File: src/rtl/uart_tx_arbiter_pkg.sv
// Shared definitions for the UART transmit arbiter.
//   arb_state_e     : arbiter FSM states (idle, one-cycle start, wait for done)
//   DefaultDataW    : default byte width carried to the transmitter
//   DefaultTimeout  : default idle cycles a locked owner may hold the grant
package uart_tx_arbiter_pkg;

   typedef enum logic [1:0] {
      StIdle = 2'd0,
      StSend = 2'd1,
      StWait = 2'd2
   } arb_state_e;

   localparam int unsigned DefaultDataW   = 8;
   localparam int unsigned DefaultTimeout = 1023;

endpackage

File: src/rtl/arb_timeout_cnt.sv
// Lock timeout counter for the UART transmit arbiter.
// Counts enabled cycles and saturates at TIMEOUT (never wraps).
// Ports:
//   clk     : clock
//   reset   : asynchronous active-low reset
//   clear   : synchronous clear, wins over enable
//   enable  : count this cycle
//   expired : counter has reached TIMEOUT
module arb_timeout_cnt
   import uart_tx_arbiter_pkg::*;
#(
   parameter int unsigned TIMEOUT = DefaultTimeout
) (
   input  logic clk,
   input  logic reset,
   input  logic clear,
   input  logic enable,
   output logic expired
);

   localparam int unsigned CntW = (TIMEOUT < 1) ? 1 : $clog2(TIMEOUT + 1);
   localparam logic [CntW-1:0] Limit = CntW'(TIMEOUT);

   logic [CntW-1:0] cnt_q;

   assign expired = (cnt_q == Limit);

   always_ff @(posedge clk or negedge reset) begin
      if (!reset) begin
         cnt_q <= '0;
      end else if (clear) begin
         cnt_q <= '0;
      end else if (enable && !expired) begin
         cnt_q <= cnt_q + 1'b1;
      end
   end

endmodule

File: src/rtl/uart_tx_arbiter.sv
// Two-requester arbiter in front of a UART transmitter.
// Grants one byte source at a time (round-robin when both are valid), locks the
// owner until the byte flagged last has been sent, and drops a lock that sits
// idle for TIMEOUT cycles.
// Ports:
//   clk, reset                      : clock, asynchronous active-low reset
//   reqN_valid/data/last            : byte offered by requester N
//   reqN_ready                      : byte from requester N accepted this cycle
//   tx_start, tx_data               : start pulse and held byte to the transmitter
//   tx_done                         : end-of-stop-bit pulse from the transmitter
//   grant                           : one-hot current owner, 00 when free
//   lock_err                        : one-cycle pulse when a locked owner times out
module uart_tx_arbiter
   import uart_tx_arbiter_pkg::*;
#(
   parameter int unsigned DATA_W  = DefaultDataW,
   parameter int unsigned TIMEOUT = DefaultTimeout
) (
   input  logic              clk,
   input  logic              reset,
   input  logic              req0_valid,
   input  logic [DATA_W-1:0] req0_data,
   input  logic              req0_last,
   output logic              req0_ready,
   input  logic              req1_valid,
   input  logic [DATA_W-1:0] req1_data,
   input  logic              req1_last,
   output logic              req1_ready,
   output logic              tx_start,
   output logic [DATA_W-1:0] tx_data,
   input  logic              tx_done,
   output logic [1:0]        grant,
   output logic              lock_err
);

   arb_state_e        state_q, state_d;
   logic [1:0]        grant_q, grant_d;
   logic              lock_q, lock_d;
   logic              rr_q, rr_d;      // 0: favour req0, 1: favour req1
   logic              last_q, last_d;
   logic [DATA_W-1:0] tx_data_q, tx_data_d;

   logic sel0, sel1;
   logic cnt_clear, cnt_enable, cnt_expired;

   assign cnt_enable = (state_q == StIdle) && lock_q;

   arb_timeout_cnt #(
      .TIMEOUT (TIMEOUT)
   ) u_timeout_cnt (
      .clk     (clk),
      .reset   (reset),
      .clear   (cnt_clear),
      .enable  (cnt_enable),
      .expired (cnt_expired)
   );

   always_comb begin
      state_d   = state_q;
      grant_d   = grant_q;
      lock_d    = lock_q;
      rr_d      = rr_q;
      last_d    = last_q;
      tx_data_d = tx_data_q;
      sel0      = 1'b0;
      sel1      = 1'b0;
      cnt_clear = 1'b0;
      lock_err  = 1'b0;

      unique case (state_q)
         StIdle: begin
            if (lock_q) begin
               // Only the locked owner may continue its packet.
               sel0 = grant_q[0] & req0_valid;
               sel1 = grant_q[1] & req1_valid;
               // A transfer in the expiry cycle takes precedence over the timeout.
               if (!(sel0 || sel1) && cnt_expired) begin
                  lock_err  = 1'b1;
                  lock_d    = 1'b0;
                  grant_d   = 2'b00;
                  rr_d      = grant_q[0];
                  cnt_clear = 1'b1;
               end
            end else if (req0_valid && req1_valid) begin
               sel0 = ~rr_q;
               sel1 = rr_q;
            end else begin
               sel0 = req0_valid;
               sel1 = req1_valid;
            end

            if (sel0 || sel1) begin
               tx_data_d = sel0 ? req0_data : req1_data;
               last_d    = sel0 ? req0_last : req1_last;
               grant_d   = {sel1, sel0};
               lock_d    = 1'b1;
               cnt_clear = 1'b1;
               state_d   = StSend;
            end
         end

         StSend: begin
            state_d = StWait;
         end

         StWait: begin
            if (tx_done) begin
               state_d = StIdle;
               if (last_q) begin
                  lock_d    = 1'b0;
                  grant_d   = 2'b00;
                  rr_d      = grant_q[0];
                  cnt_clear = 1'b1;
               end
            end
         end

         default: begin
            state_d = StIdle;
         end
      endcase
   end

   always_ff @(posedge clk or negedge reset) begin
      if (!reset) begin
         state_q   <= StIdle;
         grant_q   <= 2'b00;
         lock_q    <= 1'b0;
         rr_q      <= 1'b0;
         last_q    <= 1'b0;
         tx_data_q <= '0;
      end else begin
         state_q   <= state_d;
         grant_q   <= grant_d;
         lock_q    <= lock_d;
         rr_q      <= rr_d;
         last_q    <= last_d;
         tx_data_q <= tx_data_d;
      end
   end

   // Ready is combinational from valid, so hold it low while reset is asserted.
   assign req0_ready = sel0 & reset;
   assign req1_ready = sel1 & reset;
   assign tx_start   = (state_q == StSend);
   assign tx_data    = tx_data_q;
   assign grant      = grant_q;

endmodule

File: config.mk
export PLATFORM = sky130hd
export DESIGN_NAME = uart_tx_arbiter
export DESIGN_NICKNAME = d
export VERILOG_FILES = /design/src/rtl/uart_tx_arbiter_pkg.sv /design/src/rtl/arb_timeout_cnt.sv /design/src/rtl/uart_tx_arbiter.sv
export SDC_FILE = /design/constraint.sdc
export NUM_CORES = 1
export LEC_CHECK = 0
export BUFFER_PORTS_ARGS = -buffer_cell sky130_fd_sc_hd__buf_4
export CORE_AREA = 5 5 62 64
export CTS_CLUSTER_DIAMETER = 30
export CTS_CLUSTER_SIZE = 30
export DETAILED_ROUTE_END_ITERATION = 8
export DIE_AREA = 0 0 67 69
export PLACE_DENSITY_LB_ADDON = 0.2
export SLEW_MARGIN = 20
export SYNTH_ARGS = -nofsm -noshare
export SYNTH_HDL_FRONTEND = slang
export SYNTH_SLANG_ARGS = --single-unit
File: constraint.sdc
create_clock -name clk -period 1.9 [get_ports clk]
set_input_delay 0.38 -clock clk [delete_from_list [all_inputs] [get_ports clk]]
set_output_delay 0.38 -clock clk [all_outputs]
set_load 0.02 [all_outputs]
Yosys cells after proc, flatten, opt, wreduce, memory -nomap -nowiden. Cells that the tools add are included.

Register bits after elaboration: 25. Bits of input ports: 23. Logic and storage cells: 78.

Add/subtract/negate cells: 1. Equality and inequality tests: 10. Multiplexer cells: 39. Bitwise gates (word level): 5. Reductions and logical operators: 16.

Operators with widths (count): 1-bit two-way mux (24); 10-bit two-way mux (2); 2-bit two-way mux (7); 10-bit by 1-bit adder with 10-bit output, second input constant (1); 10-bit == test, second input constant (1); 5-bit AND reduction (2); 8-bit two-way mux (1); 2-bit inequality test, second input constant (3); 1-bit one-hot mux with 2 select lines (3); 2-bit one-hot mux with 3 select lines (1); 1-bit AND (4); 1-bit logical AND (4); 2-bit by 1-bit inequality test with 1-bit output, second input constant (2); 2-bit one-hot mux with 2 select lines (1); 2-bit AND reduction (2); 2-bit nonzero test (2); 3-bit by 1-bit inequality test with 1-bit output, second input constant (1); 3-bit by 2-bit inequality test with 1-bit output, second input constant (1); 3-bit AND reduction (1); 2-bit by 1-bit == test with 1-bit output, second input constant (1); 2-bit == test, second input constant (1); 1-bit zero test (2); 2-bit zero test (1); 1-bit logical OR (2); 1-bit inverter (1).

Depth between registers and ports, before layout.
Depth after elaboration: 9. Gate-level depth with buffers: 6.

Hierarchy. From an unflattened synthesis, not the netlist that was laid out.

Cell total of the unflattened synthesis: 126. Area, all modules: 1410.1 um^2.

Modules (own cells, without submodules): uart_tx_arbiter (times used 1, cells each 70, area an instance 844.6 um^2, seq. area each 375.4 um^2); arb_timeout_cnt (times used 1, cells each 56, area an instance 565.5 um^2, seq. area each 250.2 um^2).

Worst setup path after synthesis. OpenSTA, ideal clock, no wires.

Kind: register to output. From: register u_timeout_cnt.cnt_q[0]. To: output lock_err. Arrival: 1.747 ns. Data required time: 1.520 ns. Setup slack: -0.227 ns. Cell stages (with the launch flop): 5. Path buffers: 0. Cell sequence: dfrtp_1 > ha_1 > nand4_4 > or2_4 > nor4_1.

Word-level cells in the longest chain between the ends: 5.

Ends and longest elaborated chain: start, declared (line arb_timeout_cnt.sv:24) `logic [CntW-1:0] cnt_q;`; start signal, assigned (line arb_timeout_cnt.sv:34) `cnt_q <= cnt_q + 1'b1;`; 10-bit == test (line arb_timeout_cnt.sv:26) `assign expired = (cnt_q == Limit);`; 1-bit logical AND (line uart_tx_arbiter.sv:77) `if (!(sel0 || sel1) && cnt_expired) begin`; 1-bit two-way mux (line uart_tx_arbiter.sv:77); 1-bit two-way mux (line uart_tx_arbiter.sv:72) `if (lock_q) begin`; 1-bit two-way mux (line uart_tx_arbiter.sv:70) `unique case (state_q)`; end, declared (line uart_tx_arbiter.sv:33) `output logic lock_err`.

Every way passes these cells.

Final worst setup path.
From: register state_q[1]. To: output lock_err.

Word-level cells in the longest chain between the ends: 2.

Ends and longest elaborated chain: start, declared (line uart_tx_arbiter.sv:36) `arb_state_e state_q, state_d;`; start signal, assigned (line uart_tx_arbiter.sv:126) `state_q <= StIdle;`; start signal, assigned (line uart_tx_arbiter.sv:133) `state_q <= state_d;`; 2-bit zero test (line uart_tx_arbiter.sv:70); 1-bit two-way mux (line uart_tx_arbiter.sv:70).

Every way passes these cells.

==> flow_summary.yaml <==
status:
  status: "complete, but fails checks"
  violated_checks: "setup timing"
timing:
  hold_violations: 0
  finalSetupViolCount: 3
  fin_crit_ns: 2.00
  layout_worst_path_cycle_share_pct: 105
  tns_ns: -0.191
  fmax_ghz: 0.500
  worst_slew_pin_slew_ns: 0.621
  hold_ws_ns: 0.0453
  final-max-slew-violation-count: 0
  skew_ns: 0.00570
  postLayoutSetupSlackWorst_ns: -0.101
  rsz0062_at_grt: "true"
  relSlewSlack_pct: 58.6
worst_setup_path:
  critPathMaxStageDelay_ns: 0.44
  slowest_stage: "dfrtp_1"
  worst_path_dominant_cell_family: "simple AND/OR/NAND/NOR gates"
  critical_path_class: "reg2out"
  timing.critical_path.fanout_max: 4
  setup.worst_path.end_class: "primary output"
  startpoint_type: "register"
  cp_cell_sequence: "or3b_4 -> nor4_4 -> buf_4"
  crit_buf_inv: 1
  timing.critical_path.arrival_ns: 1.62
  required_ns: 1.52
layout:
  layout_common_cells: "buf_4 (51), dfrtp_1 (25), mux2_2 (19), nor3_1 (11), nand2_1 (6)"
  sequential_cell_area_sq_um: 626
  number_of_antenna_cells_inserted: 0
  postLayoutCoreUtil_pct: 62.3
  synthToLayoutAreaGrowth_pct: 37.0
  nNetsFinal: 209
  multi_input_gate_area_sq_um: 847
  final_layout_size_suffix_gt1_share_pct: 55.4
  fillCellCount: 281
  mostFrequentLayoutCell: "buf_4"
clock_tree:
  clock_tree.buffer_depth: 2
  cts-root-buf: "clkbuf_4"
  clock_sink_count: 25
  clkSlewWorstSetupHoldPaths_ns: 0.14
  tritoncts_clock_tree: "yes"
  clkLatencyLatePin_ns: 0.32
  cts.htree.levels: 1
  cts_buffers: 3
pwr:
  finalPower_w: 0.00263
  p_per_area_nw_per_um2: 1310
  power_leakage_nw: 0.876
  vdd.ir_drop.worst_mv: 0.600
routing:
  detail_route.vias_per_cell: 5.28
  first_iter_violations: 44
  via_count: 1214
  ant_nets: 0
  post-route-drc-count: 0
  detail_route.first_pass.iterations: 4
  wl_microns: 3470
  wire_per_inst_microns: 15.1
floorplan:
  io_pins: 37
  chipWidth_microns: 67
  die_area_sq_um: 4620
  chipHeight_microns: 69
  floorplan.core_area_sq_um: 3230
  initial_core_util_pct: 45.5
  floorplan.rows: 21
place:
  portBuffers: 36
  dp_hpwl_microns: 2560
  dp_worst_setup_slack_ns: -0.0241
  globalplace.congestion: 0.838
logic_synthesis:
  synth_area_sq_um: 1470
  postSynth.asyncResetShare_pct: 100
  synth_top_flop_cell: "dfrtp_1"
  synth-edff-count: 0
  synth_cell_types: 42
  synth_fp_nets: 155
  ffs_latches_synth: 25
  synth_seq_area_share_pct: 42.6
  ys.warnings.count: 0
  syn_area_per_cell_sq_um: 11.2
  synthesis.instances: 131
global_route:
  grt.total_usage_pct: 16.3
  grt_overflow: 0
  antenna_found_initial: 0
  grt_pass1_wl_microns: 5910
  grt_max_degree: 26
  grt_pass1_vias: 1264
min_path:
  classification_of_the_worst_slack_hold_path: "in2async"
job:
  max_cap_violations: 0
==> what timing repair did <==
item | in CTS | in global routing
pin swaps | 6 | 2
buffers inserted | 6 | 2
gates cloned | 0 | 0
endpoints found under the setup margin | 12 | 6
hold buffers | 0 | 0
gates resized for setup | 6 | 13
==> cell type report <==
cell class / count / share of cell area (%)
Timing Repair Buffer: 55 / 21.7
Multi-Input combinational cell: 95 / 42.1
Sequential cell: 25 / 31.1
Tap cell: 46 / 2.86
Inverter: 5 / 0.933
Clock buffer: 4 / 1.31
==> metrics by stage <==
stage / instances / instance area, sq um
finish: 230 / 2010
CTS: 228 / 1940
floorplan: 131 / 1480
global placement: 218 / 1850
detailed placement: 218 / 1850
global route: 230 / 2010
==> flip-flops by register name (all words and copies together), names as in the netlist <==
| signal | flops |
|---|---|
| grant | 2 |
| rr_q | 1 |
| last_q | 1 |
| lock_q | 1 |
| state_q | 2 |
| tx_data | 8 |
| u_timeout_cnt.cnt_q | 10 |
==> per-layer routing <==
metal | share of wire (%) | up-vias | global-route usage, %
met5 | 0 | - | 0
met4 | 1.4 | 0 | 5.41
met3 | 4.3 | 5 | 2.76
met2 | 51 | 26 | 26.3
met1 | 43 | 587 | 21.6
li1 | - | 596 | -
==> worst reg2reg max path, stage by stage (launching register included) <==
cell and delay, ns:
dfrtp_1 0.42, ha_4 0.17, nand4_4 0.09, or2_4 0.28, buf_4 0.15, o41ai_2 0.33, mux2_2 0.37
==> where the power goes <==
group | switching, W | internal (W) | leakage [nW]
sequential | 0.000151 | 0.000717 | 0.317
combinational | 0.000734 | 0.000782 | 0.544
clock | 0.000161 | 0.0000823 | 0.0150
==> cell usage after synthesis (2+ instances only) <==
master    instances  share of area (%)
buf_4             3                1.5
clkbuf_8          2                1.9
dfrtp_1          25                 43
inv_1             5                1.3
mux2_2           19                 15
mux2i_1           4                2.7
nand2_1           7                1.8
nand3_1           5                1.7
nor2_1            4                1.0
nor2b_1           2               0.85
nor3_1           12                4.1
nor3b_1           2                1.0
nor4_1            6                2.6
o21ai_0           2               0.68
o31ai_1           3                1.5
or2_4             2                1.2
or3_1             2               0.85
xor2_1            2                1.2
==> logic make-up (layout without fill, tap and decap cells) <==
logic type               count (synthesis)  in the layout  synth area share [%]
buffers and inverters                   11             64                  5.45
flip-flops                              25             25                  42.6
multiplexers                            23             23                  17.3
AO/OA/AOI/OAI                           15             15                  9.46
AND/OR/NAND/NOR                         54             54                  23.2
XOR/XNOR                                 2              2                  1.19
adder cells (fa/ha/maj)                  1              1                 0.852
==> path summary, 6_finish.rpt <==
check / depth (start not counted) / from / endpoint / slack [ns]
hold / removal: 2 / reset / u_timeout_cnt.cnt_q[1] / 0.05
min in group clk: 3 / tx_done / state_q[1] / 0.34
setup / recovery: 3 / state_q[1] / lock_err / -0.10
max in group asynchronous: 2 / reset / tx_data[5] / 1.61
hold reg to reg: 1 / tx_data[0] / tx_data[0] / 0.53
setup reg to reg: 6 / u_timeout_cnt.cnt_q[0] / rr_q / -0.02
(Power assumes the default switching activity.)
